==> src/rtl/bus_arbiter_ctrl_if.sv <==
// bus_arbiter_ctrl_if: request/grant and bus-select signals between requesters and the arbiter
interface bus_arbiter_ctrl_if #(
  parameter int NREQ  = 4,
  parameter int SRC_W = 4,
  parameter int DST_W = 16
);
  logic [NREQ-1:0]       req;
  logic [NREQ*SRC_W-1:0] src_sel;
  logic [NREQ*4-1:0]     dst_sel;
  logic [NREQ-1:0]       gnt;
  logic [SRC_W-1:0]      read_en;
  logic [DST_W-1:0]      write_en;
  logic                  busy;
  logic                  done;
  logic                  err;
  modport master (output req, src_sel, dst_sel, input gnt, read_en, write_en, busy, done, err);
  modport slave  (input req, src_sel, dst_sel, output gnt, read_en, write_en, busy, done, err);
endinterface

==> src/rtl/bus_arbiter_ctrl.sv <==
// bus_arbiter_ctrl: round-robin arbiter sequencing two-cycle register-to-register bus moves
module bus_arbiter_ctrl #(
  parameter int NREQ  = 4,
  parameter int SRC_W = 4,
  parameter int DST_W = 16
) (
  input logic              clk,
  input logic              rst_n,
  bus_arbiter_ctrl_if.slave bus
);
  localparam int PW = $clog2(NREQ);
  typedef enum logic [1:0] {IDLE, DRIVE, WRITE, ERR} state_t;
  state_t            state, state_d;
  logic [PW-1:0]     ptr, ptr_d, w, w_d, win, idx;
  logic [SRC_W-1:0]  src, src_d, cand_src;
  logic [3:0]        dst, dst_d, cand_dst;
  logic              found, valid;
  always_comb begin
    found = 1'b0;
    win = '0;
    idx = '0;
    for (int i = 0; i < NREQ; i++) begin
      idx = PW'((int'(ptr) + i) % NREQ);
      if (!found && bus.req[idx]) begin
        found = 1'b1;
        win = idx;
      end
    end
    cand_src = bus.src_sel[int'(win)*SRC_W +: SRC_W];
    cand_dst = bus.dst_sel[int'(win)*4 +: 4];
    valid = (cand_src inside {3, 4, 5, 7, 8, 9, 10, 12, 13}) && cand_dst != 4'd0;
    state_d = state;
    ptr_d = ptr;
    w_d = w;
    src_d = src;
    dst_d = dst;
    if (state == IDLE && found) begin
      w_d = win;
      src_d = cand_src;
      dst_d = cand_dst;
      state_d = valid ? DRIVE : ERR;
    end else if (state == DRIVE) begin
      state_d = WRITE;
    end else if (state != IDLE) begin
      state_d = IDLE;
      ptr_d = (w == PW'(NREQ - 1)) ? '0 : w + 1'b1;
    end
  end
  // Outputs are registered decodes of the current state, so they trail it by one edge
  always_ff @(posedge clk or negedge rst_n) begin
    if (!rst_n) begin
      state <= IDLE;
      ptr <= '0;
      w <= '0;
      src <= '0;
      dst <= '0;
      bus.gnt <= '0;
      bus.read_en <= '0;
      bus.write_en <= '0;
      bus.busy <= 1'b0;
      bus.done <= 1'b0;
      bus.err <= 1'b0;
    end else begin
      state <= state_d;
      ptr <= ptr_d;
      w <= w_d;
      src <= src_d;
      dst <= dst_d;
      bus.gnt <= (state != IDLE) ? NREQ'(1) << w : '0;
      bus.read_en <= (state == DRIVE || state == WRITE) ? src : '0;
      bus.write_en <= (state == WRITE) ? DST_W'(1) << dst : '0;
      bus.busy <= state != IDLE;
      bus.done <= state == WRITE;
      bus.err <= state == ERR;
    end
  end
endmodule

==> src/flat_wrapper.sv <==
// flat-port wrapper written by rule: the top's interface ports become plain ports
module bus_arbiter_ctrl_flat 
#(
  parameter int NREQ  = 4,
  parameter int SRC_W = 4,
  parameter int DST_W = 16
)
  (clk, rst_n, bus_req, bus_src_sel, bus_dst_sel, bus_gnt, bus_read_en, bus_write_en, bus_busy, bus_done, bus_err);
  bus_arbiter_ctrl_if #(.NREQ(NREQ), .SRC_W(SRC_W), .DST_W(DST_W)) bus_i ();
  input logic clk;
  input logic rst_n;
  input wire logic [$bits(bus_i.req)-1:0] bus_req;
  input wire logic [$bits(bus_i.src_sel)-1:0] bus_src_sel;
  input wire logic [$bits(bus_i.dst_sel)-1:0] bus_dst_sel;
  output wire logic [$bits(bus_i.gnt)-1:0] bus_gnt;
  output wire logic [$bits(bus_i.read_en)-1:0] bus_read_en;
  output wire logic [$bits(bus_i.write_en)-1:0] bus_write_en;
  output wire logic [$bits(bus_i.busy)-1:0] bus_busy;
  output wire logic [$bits(bus_i.done)-1:0] bus_done;
  output wire logic [$bits(bus_i.err)-1:0] bus_err;
  assign bus_i.req = bus_req;
  assign bus_i.src_sel = bus_src_sel;
  assign bus_i.dst_sel = bus_dst_sel;
  assign bus_gnt = bus_i.gnt;
  assign bus_read_en = bus_i.read_en;
  assign bus_write_en = bus_i.write_en;
  assign bus_busy = bus_i.busy;
  assign bus_done = bus_i.done;
  assign bus_err = bus_i.err;
  bus_arbiter_ctrl #(.NREQ(NREQ), .SRC_W(SRC_W), .DST_W(DST_W)) u_core (.clk(clk), .rst_n(rst_n), .bus(bus_i));
endmodule
==> config.mk <==
export PLATFORM = sky130hd
export DESIGN_NAME = bus_arbiter_ctrl_flat
export DESIGN_NICKNAME = d
export VERILOG_FILES = /design/src/rtl/bus_arbiter_ctrl_if.sv /design/src/rtl/bus_arbiter_ctrl.sv /design/src/flat_wrapper.sv
export SDC_FILE = /design/constraint.sdc
export NUM_CORES = 1
export LEC_CHECK = 0
export BUFFER_PORTS_ARGS = -buffer_cell sky130_fd_sc_hd__buf_2
export CAP_MARGIN = 20
export CORE_MARGIN = 5
export CORE_UTILIZATION = 35
export DETAILED_ROUTE_END_ITERATION = 6
export GPL_ROUTABILITY_DRIVEN = 0
export PLACE_DENSITY = 0.57
export REMOVE_ABC_BUFFERS = 1
export SLEW_MARGIN = 20
export SYNTH_ARGS = -nofsm -noshare
export SYNTH_HDL_FRONTEND = slang
export SYNTH_SLANG_ARGS = --single-unit
==> constraint.sdc <==
create_clock -name clk -period 4.8 [get_ports clk]
set_input_delay 0.24 -clock clk [delete_from_list [all_inputs] [get_ports clk]]
set_output_delay 0.24 -clock clk [all_outputs]
set_load 0.01 [all_outputs]
==> results of run 1 <==
## cell usage after synthesis
cell type / count / area share [%]
a221o_2: 1 / 0.59
and2_1: 4 / 1.3
buf_12: 1 / 1.1
a21oi_2: 1 / 0.46
nand4_1: 1 / 0.33
mux2i_1: 16 / 8.5
dfrtp_1: 41 / 54
ha_1: 8 / 5.3
a21oi_1: 5 / 1.3
nor2_1: 16 / 3.2
mux2_2: 9 / 5.4
o21ai_0: 10 / 2.6
a211o_1: 1 / 0.46
nand2_1: 12 / 2.4
a211oi_4: 1 / 1.1
nand2b_1: 4 / 1.3
mux2_4: 1 / 0.79
a211oi_1: 1 / 0.40
inv_1: 7 / 1.4
nor2b_1: 5 / 1.7
clkbuf_1: 3 / 0.59
nand3_1: 1 / 0.26
a21o_1: 2 / 0.79
nand3b_1: 2 / 0.79
o32a_1: 1 / 0.53
nor3b_2: 1 / 0.66
nor3_1: 5 / 1.3
nor4_1: 1 / 0.33
or3b_2: 1 / 0.46
buf_6: 1 / 0.59
## layout make-up
type	count	share of cell area, %
clock inverter	1	1.26
clock buffer	7	3.64
multi-input combinational	110	33.6
inverter	7	1.11
timing repair buffer	64	13.5
sequential	41	43.2
tap	70	3.69
## routing by layer
metal	share of wire (%)	track usage [%]	vias up	routed length [um]
met5	0	0	-	0
met4	1.2	3.95	0	44
met3	10	4.44	4	381
met2	43	17.2	67	1590
met1	46	14.9	617	1700
li1	-	-	686	-
## metrics by stage
stage	hold WS (ns)	area (um^2)	setup WS (ns)	total power [W]	utilization (%)
2_1_floorplan	-0.0556	1850	2.52	0.000918	-
3_3_place_gp	0.411	2260	2.31	0.00108	43.7
3_5_place_dp	0.409	2260	2.23	0.00109	43.7
4_1_cts	0.0933	2370	2.26	0.00137	45.9
5_1_grt	0.163	2370	2.02	0.00147	45.9
6_report	0.0580	2370	2.28	0.00135	45.9
## final timing paths
check | endpoint
worst max-delay path | u_core.state[1]$_DFFE_PN0P_
worst min-delay path | u_core.bus.write_en[15]$_DFF_PN0_
worst max register to register | u_core.state[1]$_DFFE_PN0P_
worst min register to register | u_core.src[0]$_DFFE_PN0P_
max in group asynchronous | u_core.ptr[1]$_DFFE_PN0P_
min in group clk | u_core.state[0]$_DFFE_PN0P_
## cell families (layout without fill, tap and decap cells)
group / count (synthesis) / count (layout)
adders and majority gates: 8 / 8
DFF: 41 / 41
buffers and inverters: 12 / 79
AOI/OAI and AO/OA: 23 / 23
and+or+nand+nor: 53 / 53
muxes: 26 / 26
## power by group
part	leakage (nW)	internal (W)	total, W	switching, W
Sequential	0.536	0.000456	0.000534	0.0000789
Clock	0.0585	0.000170	0.000281	0.000111
Combinational	0.664	0.000248	0.000537	0.000289
Total	1.26	0.000873	0.00135	0.000480
## registers in the layout, summed over array words and instances, names as in the netlist
| register | count |
|---|---|
| u_core.dst | 4 |
| u_core.ptr | 2 |
| u_core.bus.done | 1 |
| u_core.src | 4 |
| u_core.bus.gnt | 4 |
| u_core.bus.write_en | 16 |
| u_core.w | 2 |
| u_core.bus.busy | 1 |
| u_core.bus.err | 1 |
| u_core.bus.read_en | 4 |
| u_core.state | 2 |
==> metrics.md, run 1 <==
| Metric | Value |
|---|---|
| Status | finished clean |
| Final non-filler cell total | 300 |
| IO buf count | 64 |
| Buf+Inv Stages, Crit Path | 0 |
| Compound-cell area share of the yosys netlist | 8.26% |
| Crit-path max FO | 17 |
| Avg Vias per Cell | about 4.6 |
| Critical Path RT | between 4 and 5 ns |
| CTS sink cnt | just over 40 |
| Antenna viol nets, final | 0 |
| Lkg Pwr | between 1 and 1.5 nW |
| Worst Setup SP | u_core.ptr[1]$_DFFE_PN0P_ |
| Mapped Cells | roughly 160 |
| First-pass GRT wire length | about 6.6 mm |
| Worst-case clock buffer depth | 2 |
| Clock skew | approximately 0.006 ns |
| PD cells | approximately 570 nW/um^2 |
| TritonRoute pass-1 iters | 4 |
| Max-Cap Viols | 0 |
| Setup Buffers After CTS | 0 |
| Post-route minimum period | 2.52 ns |
| Commonest non-fill, non-tap cells in the layout | buf_2, dfrtp_1, nor2_1, mux2i_1, nand2_1 |
| Ant. Diodes | 0 |
| Dpl cells | around 290 |
| Reg clk slew, reported paths | 0.08 ns |
| Max IR drop VDD | between 200 and 300 uV |
| Critical path capture point type | register |
| I/O pin cnt | 65 |
| Area of the multi-input gates | roughly 800 um^2 |
| Delay-heaviest family, CP | compound AO/OA/AOI/OAI gates |
| Post-synthesis simple-gate area fraction | 14.0% |
| Post-synthesis sequential area ratio | a little over half |
| Pin count of the biggest net entering global routing | 42 |
| Starting density of the core | a little over a third |
| Share of cells above drive strength 1 | between 30% and 40% |
| Synth Area in XOR/XNOR | 0% |
| Die area | roughly 7000 um^2 |
| Critical path depth | 7 |
| DRT iter0 DRCs | 31 |
| RR Startpoint | u_core.ptr[1]$_DFFE_PN0P_ |
| FF-to-FF setup slack | between 2 and 2.5 ns |
| Nets@finish | between 200 and 300 |
| Routed vias | roughly 1,400 |
| Max-slew violations | 0 |
| Worst-Skew Late Latency | 0.28 ns |
| WL final | around 3.7 mm |
| CTS H-tree lvls | 2 |
| Reg2reg path depth | 7 |
| Vias in the first global route | between 1,000 and 1,500 |
| Setup CP Type | reg -> reg |
| Num CTS Buffers | 5 |
| Slowest-stage cell, CP | o32a_1 |
| Area Overhead vs Synth | 25.4% |
| Drc violations | 0 |
| Initial antenna violation count | 0 |
| Slew HR | approximately 38% |
| GRT Util Overall | between 10% and 20% |
| Largest family of logic cells by synthesized area | multiplexers |
| Die Y | between 80 and 90 um |
| Worst Path Arrival | roughly 2.7 ns |
| Die W | approximately 84 um |
| CP max stage delay | slightly below 0.8 ns |
| Fmax | a little under 400 MHz |
| # rows | 26 |
| CORE AREA | slightly above 5000 um^2 |
| Post-synth design cell area | 1890 um^2 |
| Syn. warnings | 0 |
| Synth unique cells | 30 |
| Clk root buf | clkbuf_8 |
| Cts hold-fix bufs | 0 |
| CTS tree | done |
| Crit-path cells | a21oi_2 > o32a_1 > mux2i_1 > mux2_4 > nor3b_2 > a211oi_1 > a211o_1 |
| RSZ-0062 raised after global routing | no |
| Final hold violation count | 0 |
| Post-CTS sizing | 0 |
| #FFs+latches synth | 41 |
| Multiplexer area fraction after synthesis | between 10% and 20% |
| DR WL/cell | roughly 12 um |
| Worst-Margin Slew | 0.933 ns |
| Min-Delay Path Class | in -> async |
| TNS Setup | 0 ns |
| Crit path launch type | register |
| Reg area | about 1000 um^2 |
| Post-synthesis adder-cell area fraction | between 5 and 6% |
| GRT overflow | 0 |
| Most common cell after layout, fill and taps aside | buf_2 |
| Syn_area_per_cell | between 10 and 15 um^2 |
| Detailed Place HPWL | 2.90 mm |
| Final Cycle Share | between 50% and 60% |
| Final setup vio count | 0 |
| Fill cells | between 400 and 500 |
(Power assumes the default switching activity.)
==> run 2, diff against run 1 <==
- ABC_AREA: default -> 1
- PLACE_DENSITY: 0.57 -> 0.56
- clock period: 4.8 -> 2.4 ns (I/O delays scaled with it)
==> metrics.md, run 2 <==
| Metric | Value |
|---|---|
| Reg2reg end | u_core.state[1]$_DFFE_PN0P_ (unchanged) |
| Num CTS Buffers | 5 (unchanged) |
| WL final | 5.06 mm (was 3.72 mm) |
| RSZ-0062 raised after global routing | no (unchanged) |
| Internal power | 0.00228 W (was 0.000873 W) |
| Final hold violation count | 0 (unchanged) |
| Seq pwr share | 23.9% (was 39.5%) |
| Nets@finish | 402 (was 275) |
| CTS sink cnt | 41 (unchanged) |
| Max FFs per register | 16 (unchanged) |
| Area share of the largest cell type after synthesis | 45.4% (was 54.2%) |
| Status | finished clean (unchanged) |
| Worst Path Arrival | 2.34 ns (was 2.69 ns) |
| Slew HR | 40.6% (was 37.7%) |
| Setup CP Type | reg -> reg (unchanged) |
| PD cells | 1580 nW/um^2 (was 569 nW/um^2) |
| DRT iter0 DRCs | 67 (was 31) |
| FF-to-FF setup slack | 0.25 ns (was 2.28 ns) |
| Synth unique cells | 27 (was 30) |
| Worst-case clock buffer depth | 2 (unchanged) |
| Pin count of the biggest net entering global routing | 42 (unchanged) |
| Critical Path RT | 2.59 ns (was 4.98 ns) |
| Initial antenna violation count | 0 (unchanged) |
| Most common cell after layout, fill and taps aside | nand2_1 (was buf_2) |
| Post-route minimum period | 2.15 ns (was 2.52 ns) |
| Post-synth EDFFs | 0 (unchanged) |
| Starting density of the core | 35.8% (was 36.6%) |
| Avg Vias per Cell | 4.52 (was 4.58) |
| Area of the multi-input gates | 1030 um^2 (was 798 um^2) |
| DR WL/cell | 11.7 um (was 12.4 um) |
| Clock skew | 0.00274 ns (was 0.00605 ns) |
| Most common cell in the netlist | nand2_1 (was dfrtp_1) |
| Critical path capture point type | register (unchanged) |
| #FFs+latches synth | 41 (unchanged) |
| Post-synth top area cell | dfrtp_1 (unchanged) |
| GRT overflow | 0 (unchanged) |
| Combinational share of power | 63.8% (was 39.7%) |
| TritonRoute pass-1 iters | 4 (unchanged) |
| Min-Delay Path Class | in -> reg (was in -> async) |
| Final core occ | 44.8% (was 45.9%) |
| Final setup vio count | 0 (unchanged) |
| Max-Cap Viols | 0 (unchanged) |
| Die area | 8170 um^2 (was 6980 um^2) |
| Fmax | 465 MHz (was 397 MHz) |
| Syn_area_per_cell | 8.02 um^2 (was 11.6 um^2) |
| Vias in the first global route | 1,964 (was 1,480) |
| Worst-Margin Slew | 0.891 ns (was 0.933 ns) |
| Final Cycle Share | 89.6% (was 52.5%) |
| # rows | 29 (was 26) |
| GRT Util Overall | 12.9% (was 11.4%) |
| Crit-path max FO | 10 (was 17) |
| CTS tree | done (unchanged) |
| CORE AREA | 6310 um^2 (was 5170 um^2) |
| Hold path depth | 5 |
| Mapped Cells | 282 (was 163) |
| Area Overhead vs Synth | 25.0% (was 25.4%) |
| Ant. Diodes | 0 (unchanged) |
| Post-synthesis sequential area ratio | 45.4% (was 54.2%) |
| IO buf count | 64 (unchanged) |
| Syn. warnings | 0 (unchanged) |
| Ys async rst share | 100% (unchanged) |
| Dpl cells | 420 (was 292) |
| Reg clk slew, reported paths | 0.08 ns (about the same) |
| Top cells by count, synth | nand2_1, dfrtp_1, nand3_1 (was dfrtp_1, mux2i_1, nor2_1) |
| Routed vias | 1,962 (was 1,374) |
| Post-synth design cell area | 2260 um^2 (was 1890 um^2) |
| Clock power frac | 12.3% (was 20.8%) |
| Antenna viol nets, final | 0 (unchanged) |
| Reg area | 1030 um^2 (about the same) |
| Reg2reg path depth | 18 (was 7) |
| Crit path launch type | register (unchanged) |
| Die Y | 90.4 um (was 83.5 um) |
| TNS Setup | 0 ns (unchanged) |
| Detailed Place HPWL | 3.90 mm (was 2.90 mm) |
| Fill cells | 668 (was 482) |
| Final non-filler cell total | 434 (was 300) |
| Largest cells by area after synthesis | dfrtp_1, nand2_1, nand3_1 (was dfrtp_1, mux2i_1, mux2_2) |
| Psw | 0.00218 W (was 0.000480 W) |
| RR Startpoint | u_core.ptr[0]$_DFFE_PN0P_ (was u_core.ptr[1]$_DFFE_PN0P_) |
| First-pass GRT wire length | 9.03 mm (was 6.61 mm) |
| Ys flop type | dfrtp_1 (unchanged) |
| Hold Crit Endpoint | u_core.dst[3]$_DFFE_PN0P_ |
| Max IR drop VDD | 659 uV (was 262 uV) |
| Switching share of power | 48.9% (was 35.5%) |
| I/O pin cnt | 65 (unchanged) |
| Min-delay src | bus_dst_sel[11] |
| Share of cells above drive strength 1 | 31.7% (was 37.4%) |
| Drc violations | 0 (unchanged) |
| CTS H-tree lvls | 2 (unchanged) |
| Clk root buf | clkbuf_8 (unchanged) |
| Max-slew violations | 0 (unchanged) |
| Biggest register | u_core.bus.write_en (unchanged) |
| Die W | 90.4 um (was 83.5 um) |
| Lkg Pwr | 1.63 nW (was 1.26 nW) |
| Commonest non-fill, non-tap cells in the layout | nand2_1, buf_2, dfrtp_1 (was buf_2, dfrtp_1, nor2_1, mux2i_1, nand2_1) |
| Worst-Skew Late Latency | 0.29 ns (was 0.28 ns) |
-- run 2: cell types whose count changed after synthesis, moves of 5 or more --
| cell | previous run | this run |
|---|---|---|
| nand2_1 | 12 | 82 |
| nand3_1 | 1 | 33 |
| inv_1 | 7 | 31 |
| mux2i_1 | 16 | 0 |
| nand2_2 | 0 | 13 |
| mux2_2 | 9 | 0 |
| nand4_1 | 1 | 10 |
| nor2_1 | 16 | 24 |
| nor2b_1 | 5 | 0 |
| nor3_1 | 5 | 0 |
-- run 2: power by group through the flow --
stage                     clock network (W)  logic [W]  registers [W]
after floorplan                           0    0.00192        0.00112
after global placement                    0    0.00265        0.00110
after detailed placement                  0    0.00267        0.00110
after CTS                          0.000572    0.00268        0.00109
after global routing               0.000596    0.00326        0.00109
final                              0.000550    0.00284        0.00106
-- run 2: per-layer routing --
metal | wire length [um] | track usage [%] | share of wire [%]
met5 | 0 | 0 | 0
met2 | 2180 | 20.8 | 43
met4 | 65 | 3.72 | 1.3
met1 | 2540 | 17.0 | 50
met3 | 271 | 3.42 | 5.4
-- run 2: critical path: stages, from the launching register on --
cell and delay (ns):
dfrtp_2 0.42, buf_12 0.14, inv_8 0.07, nand2_1 0.07
nand3_1 0.11, nand2_2 0.11, nor2_8 0.15, nand3_1 0.08
nand3_1 0.12, nand2_4 0.10, buf_4 0.17, nand3_2 0.09
nand2_2 0.07, nand2_1 0.09, nand2_1 0.05, nand2_1 0.06
nand3_1 0.07, nand2_1 0.06, nand2_1 0.04
-- run 2: through the flow --
stage               total power (W)  hold WS [ns]  cell area [um^2]  setup slack [ns]
global placement            0.00374         0.308              2650             0.200
finish                      0.00446         0.209              2830             0.248
global route                0.00494         0.243              2830            0.0149
CTS                         0.00434         0.195              2770             0.118
detailed placement          0.00377         0.298              2650             0.152
floorplan                   0.00304        -0.176              2190             0.325
-- run 2: cells by family after synthesis --
group           after synthesis  share of synthesized area, %
simple gates                173                          37.1
buf+inv                      44                          9.40
flops                        41                          45.4
compound gates               16                          3.76
fa+ha+maj                     8                          4.42
-- run 2: layout make-up --
cell class / instances / share of cell area (%)
clock buffer: 5 / 2.43
clock inverter: 3 / 1.64
inverter: 36 / 5.13
multi-input combinational: 197 / 36.4
sequential: 41 / 36.3
tap: 77 / 3.41
timing repair buffer: 75 / 14.7
-- run 2: how the worst max path moves through the flow --
stage	cells after the start	endpoint	start
after global placement	16	u_core.state[1]$_DFFE_PN0P_	u_core.ptr[0]$_DFFE_PN0P_
after floorplan	15	u_core.state[1]$_DFFE_PN0P_	u_core.ptr[0]$_DFFE_PN0P_
after global routing	18	u_core.state[1]$_DFFE_PN0P_	u_core.ptr[0]$_DFFE_PN0P_
final	18	u_core.state[1]$_DFFE_PN0P_	u_core.ptr[0]$_DFFE_PN0P_
after CTS	15	u_core.state[1]$_DFFE_PN0P_	u_core.ptr[0]$_DFFE_PN0P_
after detailed placement	15	u_core.state[1]$_DFFE_PN0P_	u_core.ptr[0]$_DFFE_PN0P_
-- run 2: repair_timing --
action / in CTS / in global routing
hold buffers: 1 / 0
setup buffers: 0 / 5
endpoints found under the setup margin: 0 / 1
hold endpoints to repair: 41 / 0
gates resized for setup: 0 / 3
